<file path="src/rtl/adder_cmd_sequencer_if.sv">
// Bus bundle between the adder command sequencer and its surroundings:
// the UART RX/TX byte streams and the adder operand/handshake lines.
// The master modport is the sequencer's view. The slave modport is the
// environment's view: the UART blocks and the adder datapath.
interface adder_cmd_sequencer_if;
  // UART RX byte stream
  logic       rx_valid;
  logic [7:0] rx_data;
  // UART TX byte stream
  logic       tx_valid;
  logic [7:0] tx_data;
  logic       tx_ready;
  // Adder datapath
  logic [7:0] r1;
  logic [7:0] r2;
  logic       subtract;
  logic       adder_start;
  logic [7:0] adder_data;
  logic       adder_rdy;
  // Status
  logic       busy;
  logic       rx_drop;

  modport master (
    input  rx_valid, rx_data, tx_ready, adder_data, adder_rdy,
    output tx_valid, tx_data, r1, r2, subtract, adder_start, busy, rx_drop
  );

  modport slave (
    output rx_valid, rx_data, tx_ready, adder_data, adder_rdy,
    input  tx_valid, tx_data, r1, r2, subtract, adder_start, busy, rx_drop
  );
endinterface

</file>
<file path="src/rtl/adder_cmd_sequencer.sv">
// Adder command sequencer: the initiator side of the Lab2 adder handshake.
// It parses "<digit><op><digit>" from the console RX stream, ignoring spaces.
// It launches the combinational adder with a one-cycle start pulse and waits
// for the adder's ready pulse, with a timeout.
// It then sends the returned character, followed by CR LF, to the TX stream.
// A parse error sends ERR_CHAR in place of the result.
// An adder timeout sends TMO_CHAR in place of the result.
// Every output is registered.
module adder_cmd_sequencer #(
  parameter int unsigned RDY_TIMEOUT = 16,
  parameter logic [7:0]  ERR_CHAR    = 8'h23,
  parameter logic [7:0]  TMO_CHAR    = 8'h21
) (
  input  logic                 clk,
  input  logic                 rst,
  adder_cmd_sequencer_if.master bus
);

  localparam int unsigned TW = (RDY_TIMEOUT > 2) ? $clog2(RDY_TIMEOUT) : 1;

  // The timeout decision is taken while timer still holds RDY_TIMEOUT-2.
  // At that point the incremented count reaches RDY_TIMEOUT-1.
  // As a result, the timeout character is presented exactly RDY_TIMEOUT
  // cycles after the start pulse.
  localparam logic [TW-1:0] TMO_LAST = TW'(RDY_TIMEOUT - 2);

  localparam logic [7:0] CH_SPACE = 8'h20;
  localparam logic [7:0] CH_PLUS  = 8'h2B;
  localparam logic [7:0] CH_MINUS = 8'h2D;
  localparam logic [7:0] CH_CR    = 8'h0D;
  localparam logic [7:0] CH_LF    = 8'h0A;

  typedef enum logic [3:0] {
    IDLE,
    GET_OP,
    GET_OP2,
    ISSUE,
    WAIT_RDY,
    ERR,
    SEND_RES,
    SEND_CR,
    SEND_LF
  } state_t;

  state_t        state;
  logic [TW-1:0] timer;

  logic is_digit;
  logic is_space;
  logic rx_char;
  logic parse_state;
  logic tx_accept;

  // Character classification and handshake qualifiers
  always_comb begin
    is_digit    = (bus.rx_data[7:4] == 4'h3);
    is_space    = (bus.rx_data == CH_SPACE);
    rx_char     = bus.rx_valid && !is_space;
    parse_state = (state == IDLE) || (state == GET_OP) || (state == GET_OP2);
    tx_accept   = bus.tx_valid && bus.tx_ready;
  end

  // Sequencer FSM with registered outputs
  always_ff @(posedge clk) begin
    if (rst) begin
      state           <= IDLE;
      timer           <= '0;
      bus.r1          <= '0;
      bus.r2          <= '0;
      bus.subtract    <= 1'b0;
      bus.adder_start <= 1'b0;
      bus.tx_valid    <= 1'b0;
      bus.tx_data     <= '0;
      bus.busy        <= 1'b0;
      bus.rx_drop     <= 1'b0;
    end else begin
      bus.adder_start <= 1'b0;
      bus.rx_drop     <= bus.rx_valid && !parse_state;

      unique case (state)
        IDLE: begin
          if (rx_char) begin
            bus.busy <= 1'b1;
            if (is_digit) begin
              bus.r1 <= bus.rx_data;
              state  <= GET_OP;
            end else begin
              state  <= ERR;
            end
          end
        end

        GET_OP: begin
          if (rx_char) begin
            if (bus.rx_data == CH_PLUS) begin
              bus.subtract <= 1'b0;
              state        <= GET_OP2;
            end else if (bus.rx_data == CH_MINUS) begin
              bus.subtract <= 1'b1;
              state        <= GET_OP2;
            end else begin
              state        <= ERR;
            end
          end
        end

        GET_OP2: begin
          if (rx_char) begin
            if (is_digit) begin
              bus.r2          <= bus.rx_data;
              bus.adder_start <= 1'b1;
              state           <= ISSUE;
            end else begin
              state           <= ERR;
            end
          end
        end

        ISSUE: begin
          timer <= '0;
          state <= WAIT_RDY;
        end

        WAIT_RDY: begin
          if (bus.adder_rdy) begin
            bus.tx_data  <= bus.adder_data;
            bus.tx_valid <= 1'b1;
            state        <= SEND_RES;
          end else begin
            timer <= timer + 1'b1;
            if (timer == TMO_LAST) begin
              bus.tx_data  <= TMO_CHAR;
              bus.tx_valid <= 1'b1;
              state        <= SEND_RES;
            end
          end
        end

        ERR: begin
          bus.tx_data  <= ERR_CHAR;
          bus.tx_valid <= 1'b1;
          state        <= SEND_RES;
        end

        SEND_RES: begin
          if (tx_accept) begin
            bus.tx_data <= CH_CR;
            state       <= SEND_CR;
          end
        end

        SEND_CR: begin
          if (tx_accept) begin
            bus.tx_data <= CH_LF;
            state       <= SEND_LF;
          end
        end

        SEND_LF: begin
          if (tx_accept) begin
            bus.tx_valid <= 1'b0;
            bus.busy     <= 1'b0;
            state        <= IDLE;
          end
        end

        default: begin
          bus.tx_valid <= 1'b0;
          bus.busy     <= 1'b0;
          state        <= IDLE;
        end
      endcase
    end
  end

endmodule
</file>
<file path="src/flat_wrapper.sv">
// flat-port wrapper written by rule: the top's interface ports become plain ports
module adder_cmd_sequencer_flat 
#(
  parameter int unsigned RDY_TIMEOUT = 16,
  parameter logic [7:0]  ERR_CHAR    = 8'h23,
  parameter logic [7:0]  TMO_CHAR    = 8'h21
)
  (clk, rst, bus_rx_valid, bus_rx_data, bus_tx_ready, bus_adder_data, bus_adder_rdy, bus_tx_valid, bus_tx_data, bus_r1, bus_r2, bus_subtract, bus_adder_start, bus_busy, bus_rx_drop);
  adder_cmd_sequencer_if bus_i ();
  input  logic clk;
  input  logic rst;
  input wire logic [$bits(bus_i.rx_valid)-1:0] bus_rx_valid;
  input wire logic [$bits(bus_i.rx_data)-1:0] bus_rx_data;
  input wire logic [$bits(bus_i.tx_ready)-1:0] bus_tx_ready;
  input wire logic [$bits(bus_i.adder_data)-1:0] bus_adder_data;
  input wire logic [$bits(bus_i.adder_rdy)-1:0] bus_adder_rdy;
  output wire logic [$bits(bus_i.tx_valid)-1:0] bus_tx_valid;
  output wire logic [$bits(bus_i.tx_data)-1:0] bus_tx_data;
  output wire logic [$bits(bus_i.r1)-1:0] bus_r1;
  output wire logic [$bits(bus_i.r2)-1:0] bus_r2;
  output wire logic [$bits(bus_i.subtract)-1:0] bus_subtract;
  output wire logic [$bits(bus_i.adder_start)-1:0] bus_adder_start;
  output wire logic [$bits(bus_i.busy)-1:0] bus_busy;
  output wire logic [$bits(bus_i.rx_drop)-1:0] bus_rx_drop;
  assign bus_i.rx_valid = bus_rx_valid;
  assign bus_i.rx_data = bus_rx_data;
  assign bus_i.tx_ready = bus_tx_ready;
  assign bus_i.adder_data = bus_adder_data;
  assign bus_i.adder_rdy = bus_adder_rdy;
  assign bus_tx_valid = bus_i.tx_valid;
  assign bus_tx_data = bus_i.tx_data;
  assign bus_r1 = bus_i.r1;
  assign bus_r2 = bus_i.r2;
  assign bus_subtract = bus_i.subtract;
  assign bus_adder_start = bus_i.adder_start;
  assign bus_busy = bus_i.busy;
  assign bus_rx_drop = bus_i.rx_drop;
  adder_cmd_sequencer #(.RDY_TIMEOUT(RDY_TIMEOUT), .ERR_CHAR(ERR_CHAR), .TMO_CHAR(TMO_CHAR)) u_core (.clk(clk), .rst(rst), .bus(bus_i));
endmodule
</file>
<file path="config.mk">
export PLATFORM = sky130hd
export DESIGN_NAME = adder_cmd_sequencer_flat
export DESIGN_NICKNAME = d
export VERILOG_FILES = /design/src/rtl/adder_cmd_sequencer_if.sv /design/src/rtl/adder_cmd_sequencer.sv /design/src/flat_wrapper.sv
export SDC_FILE = /design/constraint.sdc
export NUM_CORES = 1
export LEC_CHECK = 0
export ABC_AREA = 1
export ABC_CLOCK_PERIOD_IN_PS = 2600
export CORE_MARGIN = 2
export CORE_UTILIZATION = 30
export CTS_CLUSTER_DIAMETER = 30
export CTS_CLUSTER_SIZE = 30
export DETAILED_ROUTE_END_ITERATION = 7
export PLACE_DENSITY = 0.62
export SLEW_MARGIN = 25
export SYNTH_ARGS = -nofsm -noshare
export SYNTH_HDL_FRONTEND = slang
export SYNTH_SLANG_ARGS = --single-unit
</file>
<file path="constraint.sdc">
create_clock -name clk -period 2.6 [get_ports clk]
set_input_delay 0.26 -clock clk [delete_from_list [all_inputs] [get_ports clk]]
set_output_delay 0.26 -clock clk [all_outputs]
set_load 0.1 [all_outputs]
</file>
* Word-level counts from Yosys, hierarchy flattened
Cells that the tools add are included.
** Word-level totals
- Register bits after elaboration :: 37
- Input port bits :: 21
- Output and inout port bits :: 29
- Word-level logic and storage cells :: 87
** Cells by class
- Add/subtract/negate cells :: 1
- Eq/ne operators :: 21
- Muxes and demuxes :: 29
- Bitwise operators :: 4
- Reductions and logical operators :: 22
** Operators with widths (count)
- 4-bit two-way mux :: 10
- 4-bit one-hot mux with 9 select lines :: 1
- 8-bit two-way mux :: 4
- 8-bit one-hot mux with 4 select lines :: 1
- 8-bit by 6-bit == test with 1-bit output, second input constant :: 3
- 4-bit by 3-bit == test with 1-bit output, second input constant :: 4
- 3-bit AND reduction :: 5
- 4-bit by 2-bit == test with 1-bit output, second input constant :: 3
- 2-bit by 1-bit != test with 1-bit output, second input constant :: 6
- 3-bit two-way mux :: 3
- 4-bit == test, second input constant :: 2
- 4-bit one-hot mux with 2 select lines :: 1
- 1-bit two-way mux :: 7
- 7-bit AND reduction :: 1
- 7-bit OR reduction :: 1
- 6-bit OR reduction :: 1
- 4-bit by 1-bit adder with 4-bit output, second input constant :: 1
- 4-bit by 1-bit == test with 1-bit output, second input constant :: 1
- 4-bit zero test :: 1
- 1-bit NOT :: 4
- 1-bit one-hot mux with 4 select lines :: 1
- 4-bit AND reduction :: 1
- 2-bit nonzero test :: 2
- 4-bit nonzero test :: 1
- other kinds (8) :: 12

* Depth between registers and ports, before layout
- Depth in word-level cells :: 5
- Gate-level depth with buffers :: 12
- Depth with buffers taken out :: 11

* Least setup slack after synthesis
No wires, ideal clock.
- Kind :: register -> register
- Start point :: register u_core.bus.tx_valid
- End point :: register u_core.state[0]
- Setup time :: 0.114 ns
- Arrival :: 1.755 ns
- Data required time :: 2.486 ns
- Slack :: 0.731 ns
- Cell stages (with the launch flop) :: 8
- Path buffers :: 0
- Clock period less this slack :: 1.869 ns
- Path through :: dfxtp_1 -> nand2_1 -> inv_1 -> nor2_2 -> nor2_8 -> nand3_4 -> o21bai_1 -> nor2_1
** On the way
- Word-level cells in the longest chain between the ends :: 3
- Elaborated cells on any way between the ends :: 5
- Those cells by class :: eq/ne: 3; reduce/logical: 2
** RTL lines
- start, declared :: line adder_cmd_sequencer_if.sv:26 : output tx_valid, tx_data, r1, r2, subtract, adder_start, busy, rx_drop
- start signal, assigned :: line adder_cmd_sequencer.sv:72 : bus.tx_valid <= 1'b0;
- start signal, assigned :: line adder_cmd_sequencer.sv:127 : bus.tx_valid <= 1'b1;
- start signal, assigned :: line adder_cmd_sequencer.sv:133 : bus.tx_valid <= 1'b1;
- 1-bit logical AND (*) :: line adder_cmd_sequencer.sv:60 : tx_accept = bus.tx_valid && bus.tx_ready;
- 2-bit by 1-bit != test with 1-bit output (no source line)
- 7-bit AND reduction (no source line) (*)
- end signal, assigned :: line adder_cmd_sequencer.sv:66 : state <= IDLE;
- end signal, assigned :: line adder_cmd_sequencer.sv:86 : state <= GET_OP;
- end signal, assigned :: line adder_cmd_sequencer.sv:88 : state <= ERR;
- end, declared :: line adder_cmd_sequencer.sv:45 : state_t state;
Mark *: on every way between the ends. The rest lies on a longest branch, timed or not.
A chain may end at the register's enable or synchronous reset.

* Worst setup path in the final report
- Start point :: register u_core.state[3]
- End point :: register u_core.bus.r2[6]
** On the way
- Word-level cells in the longest chain between the ends :: 2
** RTL lines
- 4-bit by 2-bit == test with 1-bit output :: line adder_cmd_sequencer.sv:80 : unique case (state)
- 3-bit AND reduction (no source line)
- end signal, assigned :: line adder_cmd_sequencer.sv:110 : bus.r2 <= bus.rx_data;
- end, declared :: line adder_cmd_sequencer_if.sv:26
No other way between the ends.

==> impl_metrics.py <==
metrics = {
    "global_route": {
        "grt_max_degree": 20,
        "grt_use_total_pct": 14.3,
        "first_global_vias": 1667,
        "grt_antenna_before_repair": 0,
        "overflow": 0,
        "grt_first_pass_wirelength_mm": 7.48,
    },
    "cts": {
        "cts_tree": "done",
        "insertion_delay_ns": 0.29,
        "postCtsSetupRepairBufs": 0,
        "numCtsBuffers": 5,
        "htreeDepth": 2,
        "cts.clk_slew.worst_paths_ns": 0.08,
        "cts_resized": 0,
        "clk_root_buffer_cell": "clkbuf_8",
        "cts_hold_buf": 0,
        "clock_path_buffers": 2,
        "cts_sinks": 37,
    },
    "detailed_routing": {
        "vias": 1690,
        "drt_wl_total_mm": 4.29,
        "drc_errors": 0,
        "wl_per_cell_um": 11.4,
        "drt-vias-per-instance": 4.51,
        "first_iter_violations": 77,
        "ant_nets": 0,
        "drt-pass1-iter-count": 4,
    },
    "flow_run": {
        "drv_cap": 0,
    },
    "sta": {
        "setup_violations": 0,
        "fin_skew_ns": 0.00917,
        "max_freq_mhz": 588,
        "tightest_slew_ns": 0.575,
        "period_needed_ns": 1.70,
        "rsz0062_at_grt": "false",
        "max_slew_margin_pct": 61.6,
        "final.setup.worst_slack_ns": 0.900,
        "post-route-period-util_pct": 65.4,
        "tns_ns": 0,
        "hold_viol_final": 0,
        "finalMaxSlewViolations": 0,
    },
    "final_layout": {
        "layout.nets": 325,
        "drive_above_1_share_pct": 19.1,
        "syn2layout_area_growth_pct": 33.2,
        "final_common_cell": "nand2_1",
        "final_cell_area_um2": 2360,
        "n_antenna_cell": 0,
        "final_cell_mix": "nand2_1, nor2_1, dfxtp_1, buf_4, inv_1",
    },
    "synthesis": {
        "ys_async_sr_fraction_pct": 0,
        "synth_edf_count": 0,
        "synth_area_leaders": "dfxtp_1, nand2_1, nor2_1",
        "synthAdderAreaFrac_pct": 1.41,
        "ys_seq_area_share_pct": 41.8,
        "synth_top_family_by_area": "simple AND/OR/NAND/NOR gates",
        "synth-compound-area-share_pct": 11.3,
        "synth_area_um2": 1770,
        "synth_nets": 274,
        "synth_cell_types": 32,
        "synth-seq-cells": 37,
        "avgSynthCellArea_um2": 7.06,
        "synth_simple_gate_area_share_pct": 37.0,
        "netlist.area_leader.share_pct": 41.8,
        "muxShareOfSynthArea_pct": 0,
        "synth-warning-count": 0,
        "synth_xor_area_share_pct": 0,
        "syn_inst": 251,
        "synth_flop_cell": "dfxtp_1",
        "yosys.area.top_type": "dfxtp_1",
    },
    "setup_path": {
        "required_ns": 2.78,
        "critPathCaptureType": "flip-flop",
        "worstPathMaxFanout": 11,
        "critical_path_class": "reg -> reg",
        "crit_top_cell": "nor2_1",
        "crit_chain": "nor2_1, nand3_1, nor2_2, inv_1, nand2_1, nor2_1",
        "cp_slowest_cell": "nor2_2",
        "cp_slowest_stage_delay_ns": 0.45,
        "cp-start-kind": "flip-flop",
        "cp.arrival_ns": 1.88,
    },
    "floorplanning": {
        "num_io_pins": 50,
        "initial_core_util_pct": 31.6,
        "die_x_um": 80.9,
        "die_height_um": 80.9,
        "core_um2": 5610,
        "core.rowCount": 27,
        "die_area_um2": 6540,
    },
    "pwr": {
        "power_density_nw_per_um2": 980,
        "vdd_ir_drop_max_mv": 0.428,
        "p_leak_nw": 1.07,
    },
    "placed_design": {
        "dp_hpwl_mm": 3.25,
        "routabilityCongestion": 0.793,
        "numPortBuffers": 49,
        "post-place-ws_ns": 0.613,
        "place_area_um2": 2240,
    },
    "outcome": {
        "status": "complete, no violations",
    },
    "worst_hold_path": {
        "hold_class": "reg -> reg",
    },
}
-- sequential cells by signal (all words and copies together) (netlist names) --
name / cells
u_core.bus.rx_drop: 1
u_core.bus.adder_start: 1
u_core.bus.subtract: 1
u_core.timer: 4
u_core.bus.tx_data: 8
u_core.bus.busy: 1
u_core.bus.r2: 8
u_core.bus.tx_valid: 1
u_core.bus.r1: 8
u_core.state: 4
-- cell usage after synthesis (3+ instances only) --
cell / instances
nor2_4: 3
nand2_1: 64
inv_2: 3
o21ai_0: 8
nor2_1: 51
a21oi_2: 3
nand4_1: 6
nor3_1: 3
dfxtp_1: 37
o21ai_1: 4
nand3_1: 4
a21oi_1: 14
nor2_2: 4
inv_1: 24
-- layer usage --
layer  vias up  global-route usage, %  wire length, µm
li1        893                      -                -
met1       755                   18.6             2060
met2        38                   23.2             1910
met3         4                   4.33              273
met4         0                   3.39               45
met5         -                      0                0
-- worst max-delay path, delay by kind of cell, from the launching register on --
family / cells / cell delay, ns
flops: 1 / 0.39
buf+inv: 1 / 0.15
simple gates: 5 / 1.06
-- layout make-up --
class | count | area (µm²)
Clock inverter | 3 | 46.3
Tap cell | 72 | 90.1
Inverter | 28 | 108
Multi-Input combinational cell | 180 | 881
Timing Repair Buffer | 50 | 425
Sequential cell | 37 | 741
Clock buffer | 5 | 68.8
Fill cell | 628 | 3250
-- kinds of logic after synthesis --
family	Yosys count
buffers and inverters	34
and+or+nand+nor	143
DFF	37
AOI/OAI and AO/OA	35
adders and majority gates	2
-- report_power, final --
group	total (mW)	internal (mW)	switching (mW)	leakage (nW)
Sequential	0.738	0.653	0.0845	0.300
Combinational	1.07	0.284	0.786	0.718
Clock	0.506	0.287	0.218	0.0543
-- metrics by stage --
stage / util, % / hold WS, ns / power [mW] / cells
floorplan: - / 0.388 / 1.60 / 251
global placement: 40.0 / 0.431 / 1.81 / 367
detailed placement: 40.0 / 0.435 / 1.82 / 367
CTS: 42.1 / 0.446 / 2.32 / 375
global route: 42.1 / 0.461 / 2.48 / 375
finish: 42.1 / 0.451 / 2.31 / 375
-- final timing paths --
check	from	to	slack [ns]	cells past startpoint
setup / recovery	u_core.state[3]	u_core.bus.r2[6]	0.90	6
hold / removal	u_core.bus.r1[6]	u_core.bus.r1[6]	0.45	2
setup reg to reg	u_core.state[3]	u_core.bus.r2[6]	0.90	6
hold reg to reg	u_core.bus.r1[6]	u_core.bus.r1[6]	0.45	2
(Power assumes the default switching activity.)
==> RTL change (same flow settings) <==
Reset style: asynchronous (`rst`), changed in one clocked block.
--- a/src/rtl/adder_cmd_sequencer.sv
+++ b/src/rtl/adder_cmd_sequencer.sv
@@ -61,7 +61,7 @@
   end
 
   // Sequencer FSM with registered outputs
-  always_ff @(posedge clk) begin
+  always_ff @(posedge clk or posedge rst) begin
     if (rst) begin
       state           <= IDLE;
       timer           <= '0;
Formal check against the unedited RTL: differs if rst is asserted again (counterexample within 4 cycles, from zero or initial values and one cycle with rst high); with rst held inactive, the same outputs for 10 cycles.
==> RTL change against the original RTL <==
First-iteration DRC count decreased by 9.1%; setup slack improved by 0.026 ns; clock skew decreased by 0.0021 ns; final area increased by 3.4%; critical endpoint is now u_core.bus.r2[5]; routed wire length decreased by 6.3%; hold slack got worse by 0.076 ns; sequential cell count unchanged; area after synthesis increased by 5.0%; count of clock-buffer cells in the layout unchanged.
Power is not shown: default switching activity piles up to over one toggle a cycle in this logic, so the estimate is an artifact.
==> RTL change: results (changes against the original RTL) <==
cells after synthesis=235 (was 251); Post-Synth Adder-Cell Area=0.01345 (was 0.01412); number of fill cells in the layout=622 (was 628); worst-path fanout max=9 (was 11); DRT iter0 DRCs=70 (was 77); Async SR Flop Fraction=1.000 (was 0); CTS Buf Count=5 (unchanged); CTS H-tree lvls=2 (unchanged); mux contribution to synthesized area=0.006052 (was 0); Synth Warn #=0 (unchanged); Pre-antenna DRT Iters=4 (unchanged); Max Root-Sink Buffers=2 (unchanged); pin count of the biggest net entering global routing=38 (was 20); Compound-Gate Fraction of Synth Area=0.08877 (was 0.1130); vias in the first global route=1,508 (was 1,667); setup bufs post-CTS=0 (unchanged); placed cell count=358 (was 367); Hold Path Class=primary input to asynchronous set/reset pin (was flip-flop to flip-flop); net count after synthesis=258 (was 274); Avg WL per Cell=10.98 µm (was 11.44 µm); Synth area leader=dfrtp_1 (was dfxtp_1); synth cell count leaders=nand2_1 (67), inv_1 (42), dfrtp_1 (37) (was nand2_1 (64), nor2_1 (51), dfxtp_1 (37)); final net count=313 (was 325); DR vias/cell=4.306 (was 4.507); Worst Tran Pin Value=0.4590 ns (was 0.5747 ns); PortBufs=49 (unchanged); initial antenna violation count=0 (unchanged); library cells used by synthesis=27 (was 32); Top delay family on crit path=buffers and inverters (was simple AND/OR/NAND/NOR gates); Clock Skew=0.007019 ns (was 0.009167 ns); via count=1,576 (was 1,690); root buf cell=clkbuf_8 (unchanged); Clk Latency, worst-skew pair=0.29 ns (about the same); layout cells sized above 1=0.1959 (was 0.1914); biggest registers after layout=u_core.bus.r1 x8, u_core.bus.r2 x8, u_core.bus.tx_data x8 (unchanged); largest cells by area after synthesis=dfrtp_1 (50%), nand2_1 (14%), inv_1 (8.5%) (was dfxtp_1 (42%), nand2_1 (14%), nor2_1 (11%)); Final Wtd Congestion=0.7994 (was 0.7927); Worst EP arrival=1.85 ns (was 1.88 ns); number of gates resized after cts=0 (unchanged); global-route wire length before repair=6920 µm (was 7479 µm); total track usage=0.1341 (was 0.1429); Worst path max stage delay=0.50 ns (was 0.45 ns); CP max stage cell=clkdlybuf4s50_1 (was nor2_2); clk slew on worst S/H paths=0.08 ns (about the same); status=finished clean (unchanged); sequential fraction of the synthesis area=0.4976 (was 0.4181); antenna cell count=0 (unchanged); DP HPWL=3070 µm (was 3249 µm); Synth Area in XOR/XNOR=0.009415 (was 0)
RTL change: cells by family after synthesis:
kind of cell / count (synthesis)
simple gates: 119
fa+ha+maj: 2
compound gates: 28
flops: 37
mux: 1
xor+xnor: 2
buf+inv: 46
RTL change: area by class of cell:
| cell class | instances | area share |
|---|---|---|
| sequential | 37 | 0.3793 |
| clock buffer | 5 | 0.02819 |
| multi-input combinational | 152 | 0.3050 |
| tap | 75 | 0.03844 |
| inverter | 44 | 0.06766 |
| clock inverter | 3 | 0.007176 |
| timing repair buffer | 50 | 0.1743 |
RTL change: worst reg2reg max path: stages, from the launching register on:
cell	delay, ns
dfrtp_1	0.47
nor2_2	0.30
nand2_1	0.09
nor2_1	0.13
nand2_1	0.24
o21ai_0	0.23
inv_1	0.06
RTL change: stage by stage:
| stage | setup slack, ns | cell area [µm²] |
|---|---|---|
| 2_1_floorplan | 0.6873 | 1861 |
| 3_3_place_gp | 0.6972 | 2355 |
| 3_5_place_dp | 0.6164 | 2355 |
| 4_1_cts | 0.9274 | 2441 |
| 5_1_grt | 0.7501 | 2441 |
| 6_report | 0.9260 | 2441 |
RTL change: final timing paths:
check | cells past startpoint | slack [ns] | startpoint | end
min | 3 | 0.37 | rst | u_core.bus.r2[2]
min reg2reg | 1 | 0.47 | u_core.bus.r2[4] | u_core.bus.r2[4]
max reg2reg | 6 | 1.00 | u_core.state[3] | u_core.bus.r1[1]
min in group clk | 1 | 0.47 | u_core.bus.r2[4] | u_core.bus.r2[4]
max | 10 | 0.93 | bus_rx_data[2] | u_core.bus.r2[5]
max in group asynchronous | 3 | 1.90 | rst | u_core.bus.r1[3]
RTL change: metal layers:
| layer | wire length [µm] | part of all wire | up-vias | global-route usage |
|---|---|---|---|---|
| met5 | 0 | 0 | - | 0 |
| met4 | 69 | 0.017 | 0 | 0.04918 |
| met3 | 216 | 0.054 | 6 | 0.03478 |
| met2 | 1818 | 0.45 | 29 | 0.2177 |
| met1 | 1916 | 0.48 | 713 | 0.1718 |
| li1 | - | - | 828 | - |
